**src/rtl/my_ram8_pkg.sv**
```systemverilog
// Shared types and constants for the 8 x 16-bit register memory.
package my_ram8_pkg;

  localparam int DEPTH = 8;

  typedef logic [15:0] word_t;
  typedef logic [2:0]  addr_t;

  typedef enum logic {
    IDLE,
    CLEAR
  } state_t;

endpackage

```
**src/rtl/my_dmux8way.sv**
```systemverilog
// One-bit 1-to-8 demultiplexer: routes in_i to the output selected by sel_i.
module my_dmux8way
  import my_ram8_pkg::*;
(
  input  logic       in_i,
  input  addr_t      sel_i,
  output logic [7:0] out_o
);

  always_comb begin
    out_o        = '0;
    out_o[sel_i] = in_i;
  end

endmodule

```
**src/rtl/my_mux8way16.sv**
```systemverilog
// 16-bit 8-to-1 multiplexer.
module my_mux8way16
  import my_ram8_pkg::*;
(
  input  logic [7:0][15:0] data_i,
  input  addr_t            sel_i,
  output word_t            out_o
);

  assign out_o = data_i[sel_i];

endmodule

```
**src/rtl/my_register16.sv**
```systemverilog
// 16-bit load-enable register with a companion valid bit.
module my_register16
  import my_ram8_pkg::*;
(
  input  logic  clk,
  input  logic  rst_n,
  input  logic  load_i,
  input  word_t data_i,
  input  logic  valid_i,
  output word_t data_o,
  output logic  valid_o
);

  word_t data_q;
  logic  valid_q;

  always_ff @(posedge clk or negedge rst_n) begin
    if (!rst_n) begin
      data_q  <= '0;
      valid_q <= 1'b0;
    end else if (load_i) begin
      data_q  <= data_i;
      valid_q <= valid_i;
    end
  end

  assign data_o  = data_q;
  assign valid_o = valid_q;

endmodule

```
**src/rtl/my_ram8.sv**
```systemverilog
// 8 x 16-bit register memory with per-word valid flags and a clear sweep.
// Optional write-through forwarding when RAM8_BYPASS_EN is defined.
module my_ram8
  import my_ram8_pkg::*;
(
  input  logic        clk,
  input  logic        rst_n,
  input  logic [15:0] in,
  input  logic        load,
  input  logic [2:0]  address,
  input  logic        clr,
  output logic [15:0] out,
  output logic        valid,
  output logic        busy
);

  state_t state_q, state_d;
  addr_t  cnt_q, cnt_d;

  logic             wrStrobe;
  addr_t            wrAddr;
  word_t            wrData;
  logic             wrValid;
  logic [7:0]       weVec;
  logic [7:0][15:0] wordVec;
  logic [7:0]       validVec;
  word_t            muxOut;

  assign busy = (state_q == CLEAR);

  always_ff @(posedge clk or negedge rst_n) begin
    if (!rst_n) begin
      state_q <= IDLE;
      cnt_q   <= '0;
    end else begin
      state_q <= state_d;
      cnt_q   <= cnt_d;
    end
  end

  always_comb begin
    state_d = state_q;
    cnt_d   = cnt_q;
    case (state_q)
      IDLE: begin
        if (clr) begin
          state_d = CLEAR;
          cnt_d   = '0;
        end
      end
      CLEAR: begin
        cnt_d = cnt_q + 3'd1;
        if (cnt_q == 3'd7) state_d = IDLE;
      end
      default: state_d = IDLE;
    endcase
  end

  // The sweep borrows the write port; clr wins over a same-cycle load.
  assign wrStrobe = busy | (load & ~clr);
  assign wrAddr   = busy ? cnt_q : address;
  assign wrData   = busy ? '0 : in;
  assign wrValid  = ~busy;

  my_dmux8way u_dmux (
    .in_i  (wrStrobe),
    .sel_i (wrAddr),
    .out_o (weVec)
  );

  for (genvar i = 0; i < DEPTH; i++) begin : g_word
    my_register16 u_reg (
      .clk     (clk),
      .rst_n   (rst_n),
      .load_i  (weVec[i]),
      .data_i  (wrData),
      .valid_i (wrValid),
      .data_o  (wordVec[i]),
      .valid_o (validVec[i])
    );
  end

  my_mux8way16 u_mux (
    .data_i (wordVec),
    .sel_i  (address),
    .out_o  (muxOut)
  );

`ifdef RAM8_BYPASS_EN
  logic fwd;
  assign fwd   = rst_n & load & ~busy & ~clr;
  assign out   = fwd ? in : muxOut;
  assign valid = fwd | validVec[address];
`else
  assign out   = muxOut;
  assign valid = validVec[address];
`endif

endmodule

```
**config.mk**
```make
export PLATFORM = sky130hd
export DESIGN_NAME = my_ram8
export DESIGN_NICKNAME = d
export VERILOG_FILES = /design/src/rtl/my_ram8_pkg.sv /design/src/rtl/my_dmux8way.sv /design/src/rtl/my_mux8way16.sv /design/src/rtl/my_register16.sv /design/src/rtl/my_ram8.sv
export SDC_FILE = /design/constraint.sdc
export NUM_CORES = 1
export LEC_CHECK = 0
export CAP_MARGIN = 20
export CORE_MARGIN = 1
export CORE_UTILIZATION = 64
export CTS_BUF_LIST = sky130_fd_sc_hd__clkbuf_16
export DETAILED_ROUTE_END_ITERATION = 10
export DONT_BUFFER_PORTS = 1
export PLACE_DENSITY = 0.8
export SLEW_MARGIN = 10
export SYNTH_ARGS = -nofsm -noshare
export SYNTH_HDL_FRONTEND = slang
export SYNTH_HIERARCHICAL = 1
export SYNTH_SLANG_ARGS = --single-unit
```
**constraint.sdc**
```tcl
create_clock -name clk -period 2.9 [get_ports clk]
set_clock_uncertainty 0.1 [all_clocks]
set_input_delay 0.725 -clock clk [delete_from_list [all_inputs] [get_ports clk]]
set_output_delay 0.725 -clock clk [all_outputs]
set_load 0.005 [all_outputs]
```
==> results.rst <==
.. list-table::
   :header-rows: 1

   * - Metric
     - Value
   * - Most area-hungry cell type in the Yosys netlist
     - sky130_fd_sc_hd__dfrtp_1
   * - Number of global-route vias before repair
     - slightly below 4k
   * - Count of distinct cell types in the synthesized netlist
     - 24
   * - Clock network fraction of design power
     - 0.290
   * - Clk Latency, worst-skew pair
     - 0.41 ns
   * - Critical path buffer and inverter count
     - 0
   * - Biggest fanout along the worst timing path
     - 2
   * - Switching share of total power
     - 0.2845
   * - Number of endpoints failing setup at the final stage
     - 0
   * - Critical R2R Launch
     - busy
   * - DRT antenna net count
     - 0
   * - Core area
     - 10,510 um^2
   * - Total power draw
     - ~8.6 mW
   * - Post-cts sizing count
     - 0
   * - Path type of the worst setup path
     - register to output pin
   * - Filler-free cell count of the finished design
     - 548
   * - TritonCTS clock tree
     - done
   * - Worst slack at placement
     - 0.4988 ns
   * - Worst voltage drop across the vdd grid
     - 796.2 uV
   * - Worst slew pin tran
     - 0.6129 ns
   * - Total negative setup slack
     - 0 ns
   * - Most area-consuming cells after synthesis
     - sky130_fd_sc_hd__dfrtp_1 (50%), sky130_fd_sc_hd__mux2_4 (17%), sky130_fd_sc_hd__mux2_2 (12%), sky130_fd_sc_hd__mux4_1 (11%), sky130_fd_sc_hd__buf_12 (2.3%)
   * - Std-Cell Rows
     - 37
   * - Worst EP required
     - 2.08 ns
   * - Arrival time worst endpoint
     - 1.62 ns
   * - Number of port buffers
     - 0
   * - Starting density of the core
     - 0.6712
   * - Max clock buf depth
     - 2
   * - Weighted congestion at the end of routability-driven global placement
     - a little over 0.7
   * - Final Net Count
     - 425
   * - Relative contribution of sequential cells to total power
     - 0.360
   * - Critical Path Slowest Stage Cell
     - sky130_fd_sc_hd__mux4_1
   * - Final Critical Period
     - 2.444 ns
   * - Violated checks
     - negative hold slack
   * - Post-synthesis cell area
     - 7053 um^2
   * - Initial antenna violation count
     - 0
   * - Fmax achieved
     - 409.2 MHz
   * - Fin Hold WS
     - -0.09694 ns
   * - Result of the run
     - finished, violations left
   * - Global-route usage over all layers
     - 0.2665
   * - Sequential area share after synthesis
     - 0.4967
   * - Period Utilization, post-route
     - 0.8426
   * - Final hold violation count
     - 140
   * - Cell Count Post-Placement
     - about 520
   * - Count of state elements after synthesis
     - 140
   * - Final Max Slew Viols
     - 0
   * - Iteration count of the initial detailed-routing pass
     - 4
   * - Detailed placement HPWL
     - 7814 um
   * - Launching element of the worst setup path
     - g_word[1].u_reg/data_o[11]
   * - List of cells traversed by the critical path
     - mux4_1 > mux2_2
   * - Sw Pwr
     - 2.446 mW
   * - Number of synthesis warnings
     - 6
   * - Total DRC errors in the routed layout
     - 0
   * - Wire per inst
     - 24.95 um
   * - DRT Wirelength
     - approximately 14,000 um
   * - Max-cap violation count
     - 0
   * - Logic pwr share
     - 0.350
   * - Root buf cell
     - sky130_fd_sc_hd__clkbuf_16
   * - Share of Yosys cell area claimed by the top area cell type
     - 0.4967
   * - Delay of the slowest cell on the worst path
     - 0.52 ns
   * - Worst slew slack as a fraction of its limit
     - 0.5905
   * - Area enclosed by the die boundary
     - 11,440 um^2
   * - Post-detailed-route via-to-cell ratio
     - 6.312
   * - First-pass GRT wire length
     - 22,190 um
   * - Largest net degree at the start of global routing
     - 141
   * - CP Capture Type
     - output pin
   * - Gate count of the mapped netlist
     - approximately 400
   * - Drt first-iter violations
     - 180
   * - Vias after detailed routing
     - 3,459
   * - Top delay family on crit path
     - multiplexers
   * - Synthesized area per cell
     - 17.77 um^2
   * - Cts bufs inserted
     - 17
   * - Level count of the clock H-tree
     - 4
   * - Worst Setup Start Kind
     - register
   * - Clk pin slew, worst setup/hold paths
     - 0.06 ns
   * - P&R area growth vs syn
     - 9.970%
   * - Number of setup buffers added after CTS
     - 0
   * - RSZ-0062 raised after global routing
     - false
   * - Share of layout cells above drive strength 1
     - 0.5073
   * - Die boundary height
     - 107.0 um
   * - Net count of the mapped netlist
     - approximately 420
   * - Width of the die
     - 107.0 um
   * - Congestion Overflow GR
     - 0
   * - Internal
     - between 6 and 7 mW
   * - Classification of the worst-slack hold path
     - input port to asynchronous set/reset pin
   * - Antenna Cells
     - 0
   * - Setup slack of the critical path after layout
     - between 0.4 and 0.5 ns
   * - Clock sink total
     - 140
   * - Cell area power density
     - 1108 nW/um^2
   * - Reported leakage power
     - 3.787 nW
   * - IO Count
     - 41
[cell usage after synthesis (all sizes together)]
master,count
and4,1
nand2b,2
mux4,34
o21ai,4
nand2,2
and4b,3
dfrtp,140
clkbuf,5
mux2,156
and4bb,3
nor4b,1
buf,23
nor2b,16
or3b,1
a21oi,1
inv,2
nor2,1
ha,2
[through the flow]
step                      utilization  hold WS, ns  cell area [um^2]
after floorplan                     -       0.3294              7053
after global placement         0.6739       0.3324              7082
after global routing           0.7381      -0.1148              7756
final                          0.7381     -0.09694              7756
after detailed placement       0.6739       0.3335              7082
after CTS                      0.7381      -0.1102              7756
[routing by layer]
layer	track usage	share of wire	vias to the layer above	routed length (um)
met4	0.08708	0.011	0	150
met2	0.4286	0.50	61	6887
met5	0	0	-	0
li1	-	-	1499	-
met3	0.05775	0.031	11	418
met1	0.3648	0.45	1888	6218
[cell type report]
class                           count  area, um^2
Multi-Input combinational cell    227        3223
Fill cell                         570        2753
Clock buffer                       17       425.4
Tap cell                          136       170.2
Inverter                            2       7.507
Sequential cell                   140        3503
Timing Repair Buffer               12       177.7
Clock inverter                     14       249.0
[cell families (layout without fill, tap and decap cells)]
family          count (synthesis)  after routing  synth area share
compound gates                  5              5          0.003547
simple gates                   30             30           0.03246
buf+inv                        30             45           0.04754
mux                           190            190            0.4162
fa+ha+maj                       2              2          0.003547
flops                         140            140            0.4967
[cells in the final DEF, fill, tap and decap left out, drive strengths merged]
| cell type | instances |
|---|---|
| o21ai | 4 |
| dfrtp | 140 |
| nand2 | 2 |
| nor2b | 16 |
| nor2 | 1 |
| nand2b | 2 |
| a21oi | 1 |
| and4bb | 3 |
| bufinv | 7 |
| or3b | 1 |
| and4 | 1 |
| ha | 2 |
| clkbuf | 17 |
| and4b | 3 |
| buf | 12 |
| mux2 | 156 |
| nor4b | 1 |
| clkinv | 5 |
| inv | 4 |
| mux4 | 34 |
[flip-flops by register name, indices dropped and copies added (netlist names)]
signal and cells:
busy 1, cnt_q 3, g_word.u_reg/data_o 128, g_word.u_reg/valid_o 8
[power groups by stage]
| stage | Sequential, mW | Clock, mW | Combinational (mW) |
|---|---|---|---|
| 2_1_floorplan | 2.94 | 0 | 2.63 |
| 3_3_place_gp | 3.06 | 0 | 2.89 |
| 3_5_place_dp | 3.10 | 0 | 2.99 |
| 4_1_cts | 3.09 | 2.53 | 3.02 |
| 5_1_grt | 3.18 | 2.60 | 3.17 |
| 6_report | 3.10 | 2.49 | 3.01 |
[final timing paths]
kind | slack (ns) | cells past startpoint | end
setup / recovery | 0.46 | 2 | out[11]
hold / removal | -0.1 | 0 | g_word[6].u_reg/data_o[10]
setup reg to reg | 0.57 | 4 | g_word[2].u_reg/data_o[3]
hold reg to reg | 0.40 | 1 | g_word[1].u_reg/data_o[1]
max in group asynchronous | 2.62 | 0 | g_word[7].u_reg/data_o[2]
min in group clk | 0.33 | 1 | cnt_q[2]
No activity file was read; power rests on OpenSTA's default activity.
